==> src/rtl/wbu_commit.sv <==
// Write-back / commit stage of the 4-stage RV32 pipeline.
// Non-loads commit on the cycle after they are accepted. A load parks the
// stage in WAIT_LOAD until data memory returns a word. If no word arrives
// in time, the stage forces an error commit so the pipeline cannot hang.
// Every commit is a single registered pulse on the write ports and the
// difftest strobe.
module wbu_commit #(
    parameter int DATA_WIDTH   = 32,
    parameter int ADDR_WIDTH   = 5,
    parameter int LOAD_TIMEOUT = 255
) (
    input  logic                  clk,
    input  logic                  rst,
    input  logic                  wb_valid,
    output logic                  wb_ready,
    input  logic [31:0]           wb_pc,
    input  logic [ADDR_WIDTH-1:0] wb_rd,
    input  logic                  wb_regwr,
    input  logic                  wb_memrd,
    input  logic [2:0]            wb_memop,
    input  logic [DATA_WIDTH-1:0] wb_aluout,
    input  logic                  wb_csrregvalid,
    input  logic                  wb_csrregwr,
    input  logic                  wb_csrset,
    input  logic [11:0]           wb_csr,
    input  logic [DATA_WIDTH-1:0] wb_csrold,
    input  logic [DATA_WIDTH-1:0] wb_rs1val,
    input  logic                  wb_ecall,
    input  logic [63:0]           wb_ecall_package,
    input  logic                  mem_rvalid,
    input  logic [DATA_WIDTH-1:0] mem_rdata,
    output logic                  HoldOnRegWr,
    output logic [ADDR_WIDTH-1:0] Rw,
    output logic [DATA_WIDTH-1:0] busW,
    output logic                  CSRWren,
    output logic [11:0]           Reg_csren,
    output logic [DATA_WIDTH-1:0] CSRin,
    output logic                  ecallen,
    output logic [63:0]           ecall_packageen,
    output logic                  commit,
    output logic [31:0]           commit_pc,
    output logic                  load_err,
    output logic [63:0]           retired
);

    localparam int CNT_W = (LOAD_TIMEOUT < 2) ? 1 : $clog2(LOAD_TIMEOUT + 1);
    localparam logic [CNT_W-1:0] CNT_LAST = CNT_W'(LOAD_TIMEOUT - 1);

    typedef enum logic {
        IDLE      = 1'b0,
        WAIT_LOAD = 1'b1
    } state_t;

    state_t state;
    state_t state_next;

    logic [CNT_W-1:0] wait_cnt;

    // Fields of the load being waited on.
    logic [31:0]           ld_pc;
    logic [ADDR_WIDTH-1:0] ld_rd;
    logic                  ld_regwr;
    logic [2:0]            ld_memop;
    logic [DATA_WIDTH-1:0] ld_aluout;
    logic                  ld_csrregvalid;
    logic                  ld_csrregwr;
    logic                  ld_csrset;
    logic [11:0]           ld_csr;
    logic [DATA_WIDTH-1:0] ld_csrold;
    logic [DATA_WIDTH-1:0] ld_rs1val;
    logic                  ld_ecall;
    logic [63:0]           ld_pkg;

    logic accept_load;
    logic commit_now;
    logic timeout;

    // The commit source is the live upstream bundle in IDLE and the parked
    // load in WAIT_LOAD.
    logic [31:0]           src_pc;
    logic [ADDR_WIDTH-1:0] src_rd;
    logic                  src_regwr;
    logic [DATA_WIDTH-1:0] src_aluout;
    logic                  src_csrregvalid;
    logic                  src_csrregwr;
    logic                  src_csrset;
    logic [11:0]           src_csr;
    logic [DATA_WIDTH-1:0] src_csrold;
    logic [DATA_WIDTH-1:0] src_rs1val;
    logic                  src_ecall;
    logic [63:0]           src_pkg;

    logic                  next_hold;
    logic [DATA_WIDTH-1:0] next_busw;
    logic [DATA_WIDTH-1:0] next_csrin;

    // Select the addressed byte or halfword of the returned word, then
    // sign- or zero-extend it. Unknown memop encodings behave as lw.
    function automatic logic [DATA_WIDTH-1:0] load_extend(
        input logic [2:0]            op,
        input logic [1:0]            off,
        input logic [DATA_WIDTH-1:0] word
    );
        logic [7:0]  b;
        logic [15:0] h;
        b = word[{off, 3'b000} +: 8];
        h = off[1] ? word[31:16] : word[15:0];
        case (op)
            3'b000:  load_extend = {{(DATA_WIDTH-8){b[7]}}, b};
            3'b001:  load_extend = {{(DATA_WIDTH-16){h[15]}}, h};
            3'b100:  load_extend = {{(DATA_WIDTH-8){1'b0}}, b};
            3'b101:  load_extend = {{(DATA_WIDTH-16){1'b0}}, h};
            default: load_extend = word;
        endcase
    endfunction

    // Next-state logic, the handshake, and the decision to commit this cycle.
    always_comb begin
        state_next  = state;
        wb_ready    = 1'b0;
        accept_load = 1'b0;
        commit_now  = 1'b0;
        timeout     = 1'b0;
        case (state)
            IDLE: begin
                wb_ready = 1'b1;
                if (wb_valid) begin
                    if (wb_memrd) begin
                        accept_load = 1'b1;
                        state_next  = WAIT_LOAD;
                    end else begin
                        commit_now = 1'b1;
                    end
                end
            end
            WAIT_LOAD: begin
                if (mem_rvalid) begin
                    commit_now = 1'b1;
                    state_next = IDLE;
                end else if (wait_cnt == CNT_LAST) begin
                    commit_now = 1'b1;
                    timeout    = 1'b1;
                    state_next = IDLE;
                end
            end
            default: state_next = IDLE;
        endcase
    end

    // Choose the commit source and build the write-port values.
    always_comb begin
        if (state == WAIT_LOAD) begin
            src_pc          = ld_pc;
            src_rd          = ld_rd;
            src_regwr       = ld_regwr;
            src_aluout      = ld_aluout;
            src_csrregvalid = ld_csrregvalid;
            src_csrregwr    = ld_csrregwr;
            src_csrset      = ld_csrset;
            src_csr         = ld_csr;
            src_csrold      = ld_csrold;
            src_rs1val      = ld_rs1val;
            src_ecall       = ld_ecall;
            src_pkg         = ld_pkg;
            next_busw       = timeout ? '0 : load_extend(ld_memop, ld_aluout[1:0], mem_rdata);
        end else begin
            src_pc          = wb_pc;
            src_rd          = wb_rd;
            src_regwr       = wb_regwr;
            src_aluout      = wb_aluout;
            src_csrregvalid = wb_csrregvalid;
            src_csrregwr    = wb_csrregwr;
            src_csrset      = wb_csrset;
            src_csr         = wb_csr;
            src_csrold      = wb_csrold;
            src_rs1val      = wb_rs1val;
            src_ecall       = wb_ecall;
            src_pkg         = wb_ecall_package;
            next_busw       = wb_csrregvalid ? wb_csrold : wb_aluout;
        end
        // x0 is hardwired to zero; an ecall never writes a GPR.
        next_hold  = src_regwr & (src_rd != '0) & ~src_ecall;
        next_csrin = src_csrset ? (src_csrold | src_rs1val) : src_rs1val;
    end

    // State register.
    always_ff @(posedge clk) begin
        if (rst) begin
            state <= IDLE;
        end else begin
            state <= state_next;
        end
    end

    // Count the cycles spent waiting for load data.
    always_ff @(posedge clk) begin
        if (rst || accept_load) begin
            wait_cnt <= '0;
        end else if (state == WAIT_LOAD && !commit_now) begin
            wait_cnt <= wait_cnt + CNT_W'(1);
        end
    end

    // Park the accepted load's fields for use when its data returns.
    always_ff @(posedge clk) begin
        if (accept_load) begin
            ld_pc          <= wb_pc;
            ld_rd          <= wb_rd;
            ld_regwr       <= wb_regwr;
            ld_memop       <= wb_memop;
            ld_aluout      <= wb_aluout;
            ld_csrregvalid <= wb_csrregvalid;
            ld_csrregwr    <= wb_csrregwr;
            ld_csrset      <= wb_csrset;
            ld_csr         <= wb_csr;
            ld_csrold      <= wb_csrold;
            ld_rs1val      <= wb_rs1val;
            ld_ecall       <= wb_ecall;
            ld_pkg         <= wb_ecall_package;
        end
    end

    // Registered commit pulse. Enables last one cycle; data holds until the
    // next commit.
    always_ff @(posedge clk) begin
        if (rst) begin
            HoldOnRegWr     <= 1'b0;
            Rw              <= '0;
            busW            <= '0;
            CSRWren         <= 1'b0;
            Reg_csren       <= '0;
            CSRin           <= '0;
            ecallen         <= 1'b0;
            ecall_packageen <= '0;
            commit          <= 1'b0;
            commit_pc       <= '0;
            load_err        <= 1'b0;
            retired         <= '0;
        end else begin
            HoldOnRegWr <= commit_now & next_hold;
            CSRWren     <= commit_now & src_csrregwr & ~src_ecall;
            ecallen     <= commit_now & src_ecall;
            commit      <= commit_now;
            load_err    <= commit_now & timeout;
            retired     <= retired + 64'(commit_now);
            if (commit_now) begin
                Rw              <= src_rd;
                busW            <= next_busw;
                Reg_csren       <= src_csr;
                CSRin           <= next_csrin;
                ecall_packageen <= src_pkg;
                commit_pc       <= src_pc;
            end
        end
    end

endmodule
==> config.mk <==
export PLATFORM = sky130hd
export DESIGN_NAME = wbu_commit
export DESIGN_NICKNAME = d
export VERILOG_FILES = /design/src/rtl/wbu_commit.sv
export SDC_FILE = /design/constraint.sdc
export NUM_CORES = 1
export LEC_CHECK = 0
export CORE_MARGIN = 10
export CORE_UTILIZATION = 44
export CTS_CLUSTER_SIZE = 10
export DETAILED_ROUTE_END_ITERATION = 10
export PLACE_DENSITY_LB_ADDON = 0.1
export SETUP_SLACK_MARGIN = 0.15
export SYNTH_ARGS = -nofsm -noshare
export SYNTH_HDL_FRONTEND = slang
export SYNTH_SLANG_ARGS = --single-unit
==> constraint.sdc <==
create_clock -name clk -period 5.6 [get_ports clk]
set_input_delay 1.12 -clock clk [delete_from_list [all_inputs] [get_ports clk]]
set_output_delay 1.12 -clock clk [all_outputs]
set_load 0.02 [all_outputs]
# Yosys cells after proc, flatten, opt, wreduce, memory -nomap -nowiden
# Index checks and enable logic that the tools add are counted.
# Widths: inputs -> output; s select.
[word_totals] input_bits=254 elab_cells=78 regBits=441
[op_classes] mux=30 shifts=1 n_reduce_logical=5 eq_ne=4 bitwise=10 n_addsub=2
[op_table] cell="$mux 32" n=7
[op_table] cell="$pmux 32 s4" n=1
[op_table] cell="$add 64x1->64" n=1
[op_table] cell="$mux 64" n=1
[op_table] cell="$or 32x32->32" n=1
[op_table] cell="$shiftx 32x6->8" n=1
[op_table] cell="$mux 1" n=16
[op_table] cell="$mux 16" n=1
[op_table] cell="$mux 12" n=1
[op_table] cell="$add 8x1->8 const B" n=1
[op_table] cell="$eq 8x8->1 const B" n=1
[op_table] cell="$and 1x1->1" n=7
[op_table] cell="$eq 3x3->1 const B" n=2
[op_table] cell="$mux 5" n=1
[op_table] cell="$reduce_bool 5->1" n=1
[op_table] cell="$pmux 1 s2" n=2
[op_table] cell="$eq 3x1->1 const B" n=1
[op_table] cell="$logic_not 3->1" n=1
[op_table] cell="$not 1->1" n=2
[op_table] cell="$logic_and 1x1->1" n=1
[op_table] cell="$logic_not 1->1" n=1
[op_table] cell="$logic_or 1x1->1" n=1

# Longest topological paths before layout
# Gate-level depths: netlist of the first run.
[depth] depth_word=6 ltp_mapped=17 depth_no_buf=13

# Worst setup path before layout of the first run
# No wires, ideal clock.
[synth_path] path_kind="in2reg" from="input wb_valid" to="register ld_aluout[0] (enable)" setup_ns=0.538 t_arrival_ns=4.830 required_time_ns=5.062 slack_ns=0.232 path_stages=2 cell_sequence="nand3_1 inv_1"
[synth_between] elab_chain_cells=2
[synth_lines] item="from (decl)" line_no="14" rtl="input logic wb_valid,"
[synth_lines] item="$mux 1" line_no="127" rtl="if (wb_valid) begin"
[synth_lines] item="$mux 1" line_no="124" rtl="case (state)"
[synth_lines] item="net accept_load" line_no="74" rtl="logic accept_load;"
[synth_lines] item="to (signal assigned)" line_no="211" rtl="ld_aluout <= wb_aluout;"
[synth_lines] item="to (decl)" line_no="64" rtl="logic [DATA_WIDTH-1:0] ld_aluout;"
# The timed path passes the listed nets, and every way through them passes these cells.
# A chain may end at the register's enable or synchronous reset.

# Worst setup path in the final report of the first run
[layout_path] from="input mem_rvalid" to="register retired[53]"
[layout_between] elab_chain_cells=3
[layout_lines] item="from (decl)" line_no="30" rtl="input logic mem_rvalid,"
[layout_lines] item="$mux 1" line_no="137" rtl="if (mem_rvalid) begin"
[layout_lines] item="$pmux 1 s2" line_no="124"
[layout_lines] item="$add 64x1->64" line_no="245" rtl="retired <= retired + 64'(commit_now);"
[layout_lines] item="to (signal assigned)" line_no="245"
[layout_lines] item="to (decl)" line_no="43" rtl="output logic [63:0] retired"
# No other way between the ends.

==> flow_metrics.tcl, run 1 <==
set metrics [dict create \
    outcome "complete, no violations" \
    rows 74 \
    setup_ws_ns 1.37 \
    insertion_delay_ns 0.60 \
    crit_path_frequent_cell "nand3_1" \
    io_buffers 500 \
    seq_power_share_pct 46.7 \
    htree_levels 2 \
    syn_inst 1646 \
    critPathLaunchType "input port" \
    cts_setup_buffers 0 \
    syn_nets 1904 \
    grt-ovfl-total 0 \
    crit_slowest_cell "or4_1" \
    drt-initial-drc-count 1120 \
    antenna_found_initial 23 \
    gp_congestion 0.826 \
    cts_buffers 50 \
    path_max_fanout 78 \
    fin_nets 2354 \
    whs_ns 0.456 \
    pwr-share-comb_pct 15.0 \
    syn_area_um2 18100 \
    period_share_pct 75.5 \
    crit_buf_inv 2 \
    tightest_slew_ns 1.37 \
    final-max-slew-violation-count 0 \
    die_w_um 223 \
    syn_area_per_cell_um2 11.0 \
    firstDrtPassIters 5 \
    synthFlopType "dfxtp_1" \
    drv_cap 0 \
    crit_path_end_kind "flop" \
    fin_skew_ns 0.0201 \
    p_int_mw 5.79 \
    grt_pass1_vias 14800 \
    core_area_um2 40700 \
    fp.dieH_um 223 \
    whs_endpoint "CSRin[24]" \
    hold_path_depth 2 \
    regToRegSetupSlack_ns 1.82 \
    p_per_area_nw_per_um2 313 \
    synth_seq_cells 441 \
    critical-path-top-delay-family "simple AND/OR/NAND/NOR gates" \
    final_cells 2678 \
    cts_tree "done" \
    setup_viol 0 \
    antenna_left 0 \
    power_mw 7.80 \
    dp_cells 2576 \
    final_layout_size_suffix_gt1_share_pct 5.16 \
    path_cells "clkdlybuf4s50_1, nand2b_1, a21oi_2, or2_2, inv_8, ha_1, nand3_1, nor3_4, nand3_1, or4_1, a21oi_1" \
    wl_per_cell_um 23.0 \
    grt_pass1_wl_um 92200 \
    grt_max_degree 162 \
    clockBufferDepth 3 \
    setup.worst_path.class "input port to flop" \
    cts.repair.resized 0 \
    power_leakage_nw 8.56 \
    initial_utilization_pct 44.5 \
    holdBufCountCts 0 \
    clock-sinks 441 \
    reg2regPathDepth 12 \
    postPlaceCellArea_um2 23400 \
    wl_um 61600 \
    finalHoldViolCount 0 \
    synth_warnings 0 \
    synth_cell_types 54 \
    p_switching_mw 2.01 \
    synth_edf_count 186 \
    grt.total_usage_pct 23.7 \
    cts.clk_slew.worst_paths_ns 0.06 \
    ys_seq_area_share_pct 59.0 \
    die_area_um2 49700 \
    regToRegEndpoint "retired[53]" \
    pre_cts_slack_ns 0.840 \
    areaGrowthSynthToFinish_pct 37.6 \
    power.share.clock_pct 38.3 \
    peakVddDrop_mv 0.263 \
    async_flop_share_pct 0 \
    utilization_pct 61.1 \
    drc_errors 0 \
    avgViaCountPerCell 5.54 \
    route.vias.total 14800 \
    final.setup.tns_ns 0 \
    stdcell_area_um2 24900 \
    arrival_ns 4.72 \
    r2r-start "wait_cnt[0]" \
    relSlewSlack_pct 8.56 \
    place_hpwl_um 43200 \
    fin_crit_ns 4.23 \
    clockRootBuffer "clkbuf_16" \
    rsz0062_at_grt "false" \
    swShare_pct 25.8 \
    pin_count 501 \
    worstHoldStart "CSRin[24]" \
    max_stage_delay_ns 0.64 \
    hp-class "flop to flop" \
    worstPathRequired_ns 6.09 \
    worstSetupStartpoint "mem_rvalid" \
    fmax_mhz 237 \
]
## cells by family (layout without fill, tap and decap cells)
group | after synthesis | count (layout) | share of synthesized area (%)
AO/OA/AOI/OAI | 351 | 351 | 13.0
XOR/XNOR | 45 | 45 | 2.18
adder cells (fa/ha/maj) | 4 | 4 | 0.276
buffers and inverters | 141 | 627 | 3.41
flip-flops | 441 | 441 | 59.0
multiplexers | 156 | 156 | 8.79
other | 0 | 14 | 0
AND/OR/NAND/NOR | 508 | 508 | 13.3
## placed cells by master, fill, tap and decap left out, drive strengths merged, types with 4 or more instances in the layout
cell type	count
a21oi	128
nor3	43
and3	9
or3	15
o31ai	11
a311oi	23
nor2	227
nand2	100
dfxtp	255
xor2	37
o21ai	14
nor4	5
a221oi	8
edfxtp	186
mux2i	141
a211oi	146
mux2	14
o32a	6
buf	18
xnor2	8
nand3	32
inv	23
ha	4
clkbuf	87
nand4	34
clkdlybuf4s50	498
diode	14
or4	12
o221ai	7
and4	4
nand2b	20
## final cells by class
class	instances	area, um^2
Clock inverter	2	36.3
Sequential cell	441	10700
Antenna cell	14	35.0
Tap cell	532	666
Inverter	22	97.6
Clock buffer	86	1420
Fill cell	3400	15800
Multi-Input combinational cell	1064	6810
Timing Repair Buffer	517	5160
## worst register-to-register path, stage by stage, from the launching register on
cell	delay [ns]
dfxtp_1	0.34
inv_1	0.07
ha_1	0.15
and3_1	0.20
a21oi_2	0.12
or2_2	0.38
inv_8	0.32
ha_1	0.32
nand3_1	0.23
nor3_4	0.34
nand3_1	0.40
or4_1	0.64
a21oi_1	0.18
## power groups by stage
stage	clock network (mW)	registers, mW	logic, mW
3_5_place_dp	0	3.71	1.17
3_3_place_gp	0	3.71	1.16
4_1_cts	3.05	3.65	1.18
5_1_grt	3.18	3.67	1.26
6_report	2.99	3.65	1.17
2_1_floorplan	0	3.84	0.432
## state kept, by name (all words and copies together) (netlist names), 2 cells and up
signal and flops:
wait_cnt 8, Reg_csren 12, retired 64, ld_aluout 2
Rw 5, ld_rs1val 32, ld_pkg 64, ld_csr 12
ld_memop 3, ld_pc 32, busW 32, ecall_packageen 64
CSRin 32, commit_pc 32, ld_rd 5, ld_csrold 32
## worst max path at each step
stage | depth (start not counted) | end
5_1_grt | 11 | retired[53]
2_1_floorplan | 2 | ld_aluout[0]
3_3_place_gp | 11 | retired[53]
6_report | 11 | retired[53]
3_5_place_dp | 11 | retired[53]
4_1_cts | 11 | retired[53]
## layer usage
| metal | vias up | GRT usage (%) | wire (um) |
|---|---|---|---|
| li1 | 7010 | - | - |
| met1 | 7151 | 28.1 | 24700 |
| met2 | 535 | 37.6 | 28900 |
| met3 | 118 | 10.1 | 6130 |
| met4 | 22 | 8.57 | 1760 |
| met5 | - | 0 | 159 |
## cell usage after synthesis, types with 2 or more instances
| master | count | share of area, % |
|---|---|---|
| dfxtp_1 | 255 | 28 |
| nor2_1 | 227 | 4.7 |
| edfxtp_1 | 186 | 31 |
| a211oi_1 | 146 | 6.1 |
| mux2i_1 | 141 | 7.8 |
| a21oi_1 | 127 | 3.5 |
| nand2_1 | 99 | 2.1 |
| clkbuf_1 | 70 | 1.5 |
| nor3_1 | 40 | 1.1 |
| xor2_1 | 37 | 1.8 |
| buf_2 | 32 | 0.88 |
| nand4_1 | 30 | 1.0 |
| nand3_1 | 29 | 0.80 |
| a311oi_1 | 23 | 1.1 |
| inv_1 | 21 | 0.44 |
| nand2b_1 | 20 | 0.69 |
| or3_1 | 15 | 0.52 |
| mux2_2 | 14 | 0.87 |
| o21ai_0 | 14 | 0.39 |
| buf_4 | 13 | 0.54 |
| or4_1 | 12 | 0.50 |
| o31ai_1 | 11 | 0.46 |
| a221oi_1 | 8 | 0.39 |
| and3_1 | 8 | 0.28 |
| xnor2_1 | 8 | 0.39 |
| o221ai_1 | 7 | 0.34 |
| o32a_1 | 6 | 0.33 |
| buf_1 | 4 | 0.083 |
| ha_1 | 4 | 0.28 |
| and4_1 | 3 | 0.15 |
| nand3_2 | 3 | 0.17 |
| nand4_4 | 3 | 0.35 |
| nor4_1 | 3 | 0.10 |
| and2_1 | 2 | 0.069 |
| nor2b_1 | 2 | 0.069 |
| nor3_4 | 2 | 0.18 |
| o211ai_1 | 2 | 0.083 |
| o22a_1 | 2 | 0.097 |
| or2_1 | 2 | 0.069 |
Note: power is estimated with default switching activity, not from simulation.
==> run 2: changes to the inputs <==
Settings changed: CORE_UTILIZATION 44 to 48.
Clock period 5.6 ns to 4 ns, I/O delays scaled along.
==> flow_metrics.tcl, run 2 (synthesized netlist as in run 1, its figures left out) <==
set metrics [dict create \
    outcome "complete, no violations" \
    place_hpwl_um 42400 \
    final-max-slew-violation-count 0 \
    core_area_um2 37400 \
    htree_levels 2 \
    final_cells 2657 \
    die_w_um 214 \
    arrival_ns 2.48 \
    antenna_left 0 \
    fin_skew_ns 0.0136 \
    whs_ns 0.456 \
    path_cells "inv_1, clkdlybuf4s50_1" \
    avgViaCountPerCell 5.59 \
    power.share.clock_pct 38.0 \
    setup.worst_path.class "flop to output pin" \
    critPathLaunchType "flop" \
    largestRegisters "ecall_packageen: 64 flops, ld_pkg: 64 flops, retired: 64 flops" \
    wl_per_cell_um 22.6 \
    grtUsageMet1_pct 29.7 \
    insertion_delay_ns 0.58 \
    grt-ovfl-total 0 \
    fin_nets 2357 \
    rows 71 \
    cts_buffers 50 \
    grt_pass1_wl_um 90000 \
    grtUsageMet2_pct 40.8 \
    final_layout_size_suffix_gt1_share_pct 5.29 \
    fin_crit_ns 3.28 \
    grt.total_usage_pct 25.0 \
    clockRootBuffer "clkbuf_16" \
    route.vias.total 14900 \
    finalHoldViolCount 0 \
    final_common_cell "clkdlybuf4s50_1" \
    initial_utilization_pct 48.4 \
    hold_path_depth 2 \
    wl_um 60200 \
    mostFrequentLayoutCells "498 x clkdlybuf4s50_1, 254 x dfxtp_1, 227 x nor2_1" \
    tightest_slew_ns 1.09 \
    swShare_pct 25.4 \
    seq_power_share_pct 47.0 \
    firstDrtPassIters 5 \
    crit_path_end_kind "output pin" \
    die_area_um2 45900 \
    cts.repair.resized 0 \
    fill_cells 2939 \
    antenna_found_initial 19 \
    grt_max_degree 206 \
    drv_cap 0 \
    worstPathRequired_ns 3.20 \
    clockBufferDepth 3 \
    holdBufCountCts 0 \
    io_buffers 500 \
    met3_usage_pct 9.70 \
    fp.dieH_um 214 \
    p_int_mw 8.11 \
    max_stage_delay_ns 0.73 \
    drt-initial-drc-count 1257 \
    areaGrowthSynthToFinish_pct 37.7 \
    power_leakage_nw 8.58 \
    p_switching_mw 2.76 \
    pin_count 501 \
    rsz0062_at_grt "false" \
    relSlewSlack_pct 27.7 \
    grt_pass1_vias 14400 \
    cts_tree "done" \
    clock-sinks 441 \
    setup_viol 0 \
    fmax_mhz 305 \
    cts_setup_buffers 0 \
    reg2regPathDepth 12 \
    cts.clk_slew.worst_paths_ns 0.05 \
    path_max_fanout 33 \
    period_share_pct 82.1 \
    p_per_area_nw_per_um2 436 \
    pwr-share-comb_pct 15.0 \
    grt_busiest_layer "met2" \
    hp-class "flop to flop" \
    drc_errors 0 \
    dp_cells 2558 \
    peakVddDrop_mv 0.331 \
    gp_congestion 0.831 \
    crit_slowest_cell "dfxtp_4" \
]
==> run 2: changes by cell type in the layout (fill, tap and decap cells not counted), sizes merged <==
cell,before,now
diode,14,11
clkinv,1,2
buf,18,21
inv,23,21
clkinvlp,0,1
==> run 2: worst max-delay path, delay by kind of cell, from the launching register on <==
kind                   cells  cell delay, ns
DFF                        1            0.73
buffers and inverters      2            1.16
==> run 2: power by group through the flow <==
stage	clock network (mW)	logic, mW	registers (mW)
floorplan	0	0.607	5.38
global placement	0	1.61	5.19
detailed placement	0	1.64	5.20
CTS	4.22	1.64	5.11
global route	4.42	1.75	5.13
finish	4.13	1.63	5.11
==> run 2: path summary, 6_finish.rpt <==
kind | startpoint | end | slack [ns]
setup / recovery | state | wb_ready | 0.72
hold reg to reg | CSRin[30] | CSRin[30] | 0.46
setup reg to reg | wait_cnt[0] | retired[53] | 0.83
hold / removal | CSRin[30] | CSRin[30] | 0.46
==> run 2: per-stage QoR <==
step / TNS, ns / util [%] / setup WS (ns) / total power, mW / area, um^2
floorplan: -6.04 / - / -0.0325 / 5.98 / 18100
global placement: 0 / 62.7 / 0.197 / 6.80 / 23500
detailed placement: 0 / 62.7 / 0.153 / 6.83 / 23500
CTS: 0 / 66.6 / 0.638 / 11.0 / 24900
global route: 0 / 66.7 / 0.486 / 11.3 / 24900
finish: 0 / 66.7 / 0.716 / 10.9 / 24900
==> run 2: metal layers <==
layer  part of all wire (%)  wire (um)
met1                     39      23600
met2                     48      28800
met3                     10       6020
met4                    2.7       1620
met5                   0.18        109
==> run 2: cell type report <==
class | instances | area, um^2 | share of cell area [%]
Tap cell | 511 | 639 | 2.56
Inverter | 22 | 93.8 | 0.376
Multi-Input combinational cell | 1064 | 6820 | 27.3
Timing Repair Buffer | 520 | 5220 | 20.9
Clock inverter | 2 | 32.5 | 0.130
Antenna cell | 11 | 27.5 | 0.110
Sequential cell | 441 | 10700 | 42.9
Clock buffer | 86 | 1420 | 5.68
==> run 3: changes to the inputs <==
Clock period 4 ns to 3.25 ns, I/O delays scaled along.
==> flow_metrics.tcl, run 3 (synthesized netlist as in run 1, its figures left out) <==
set metrics [dict create \
    antenna_left 0 \
    antenna_found_initial 17 \
    htree_levels 2 \
    gp_congestion 0.856 \
    critPathLaunchType "flop" \
    insertion_delay_ns 0.58 \
    drv_cap 0 \
    core_area_um2 37400 \
    fin_crit_ns 2.94 \
    relSlewSlack_pct 29.8 \
    firstDrtPassIters 5 \
    setup_ws_ns 0.314 \
    clock-sinks 441 \
    clockBufferDepth 3 \
    worstPathRequired_ns 3.76 \
    cts_buffers 50 \
    crit_path_end_kind "flop" \
    dp_cells 2582 \
    hp-class "flop to flop" \
    final_cells 2685 \
    cts.clk_slew.worst_paths_ns 0.06 \
    grt_pass1_wl_um 91600 \
    rsz0062_at_grt "false" \
    final_layout_size_suffix_gt1_share_pct 6.62 \
    wl_per_cell_um 22.6 \
    utilization_pct 67.2 \
    power_leakage_nw 8.71 \
    initial_utilization_pct 48.4 \
    tightest_slew_ns 1.05 \
    areaGrowthSynthToFinish_pct 38.9 \
    largestRegisters "ecall_packageen: 64 flops, ld_pkg: 64 flops, retired: 64 flops" \
    grt-ovfl-total 0 \
    fin_skew_ns 0.00741 \
    period_share_pct 90.3 \
    finalHoldViolCount 0 \
    setup.worst_path.class "flop to flop" \
    place_hpwl_um 43200 \
    die_area_um2 45900 \
    mostFrequentLayoutCells "498 x clkdlybuf4s50_1, 253 x dfxtp_1, 227 x nor2_1" \
    grt.total_usage_pct 25.3 \
    outcome "complete, no violations" \
    drc_errors 0 \
    grt_max_degree 234 \
    fmax_mhz 341 \
    path_max_fanout 9 \
    pin_count 501 \
    final_common_cell "clkdlybuf4s50_1" \
    peakVddDrop_mv 0.434 \
    route.vias.total 14900 \
    fin_nets 2384 \
    pre_cts_slack_ns -0.159 \
    rows 71 \
    fp.dieH_um 214 \
    p_per_area_nw_per_um2 532 \
    io_buffers 500 \
    cts_tree "done" \
    grt_pass1_vias 14700 \
    arrival_ns 3.44 \
    die_w_um 214 \
    setup_viol 0 \
    final-max-slew-violation-count 0 \
    drt-initial-drc-count 1081 \
    wl_um 60600 \
    clockRootBuffer "clkbuf_16" \
    avgViaCountPerCell 5.54 \
]
## run 3: critical path, cell delays in order (launching register included)
cell,delay (ns)
dfxtp_1,0.34
inv_1,0.07
ha_1,0.17
and3_4,0.20
a21oi_2,0.06
or2_4,0.28
inv_8,0.05
ha_1,0.15
ha_2,0.18
nand2_1,0.08
nor3_4,0.28
buf_6,0.15
nand4_4,0.15
or4_1,0.54
a21oi_1,0.16
## run 3: final timing paths
| kind | start | endpoint | slack, ns | cells after the start |
|---|---|---|---|---|
| worst max-delay path | wait_cnt[0] | retired[60] | 0.31 | 14 |
| worst min-delay path | CSRin[6] | CSRin[6] | 0.45 | 2 |
| worst max register to register | wait_cnt[0] | retired[60] | 0.31 | 14 |
| worst min register to register | CSRin[6] | CSRin[6] | 0.45 | 2 |
## run 3: per-layer routing
metal	part of all wire, %	track usage [%]	vias up
met3	10	10.3	88
met2	48	41.3	553
li1	-	-	7066
met4	2.5	7.97	8
met1	39	29.8	7158
met5	0.11	0	-
## run 3: area by class of cell
type	instances	area (um^2)
fillers	2954	12300
flip-flops and latches	441	10700
multi-input cells	1064	6830
repair buffers	547	5410
clock buffers	84	1410
well taps	511	639
inverters	22	93.8
diodes	14	35.0
clock inverters	2	32.5
## run 3: stage by stage
stage               area, um^2  hold WS (ns)  TNS [ns]  power, mW
floorplan                18100         0.456   -117.65       7.37
global placement         23600         0.443    -0.379       8.38
detailed placement       23600         0.447     -1.04       8.42
CTS                      25100         0.454         0       13.5
global route             25100         0.467         0       13.9
finish                   25100         0.452         0       13.4
## run 3: power breakdown
| group | leakage (nW) | switching, mW | internal (mW) |
|---|---|---|---|
| clock network | 0.687 | 2.15 | 2.93 |
| logic | 4.19 | 1.09 | 0.946 |
| registers | 3.83 | 0.160 | 6.11 |
## run 3: timing repair
| item | CTS | global route |
|---|---|---|
| gates resized for setup | 0 | 4 |
| setup endpoints to repair | 0 | 4 |
| buffers inserted | 0 | 3 |
| hold buffers | 0 | 0 |
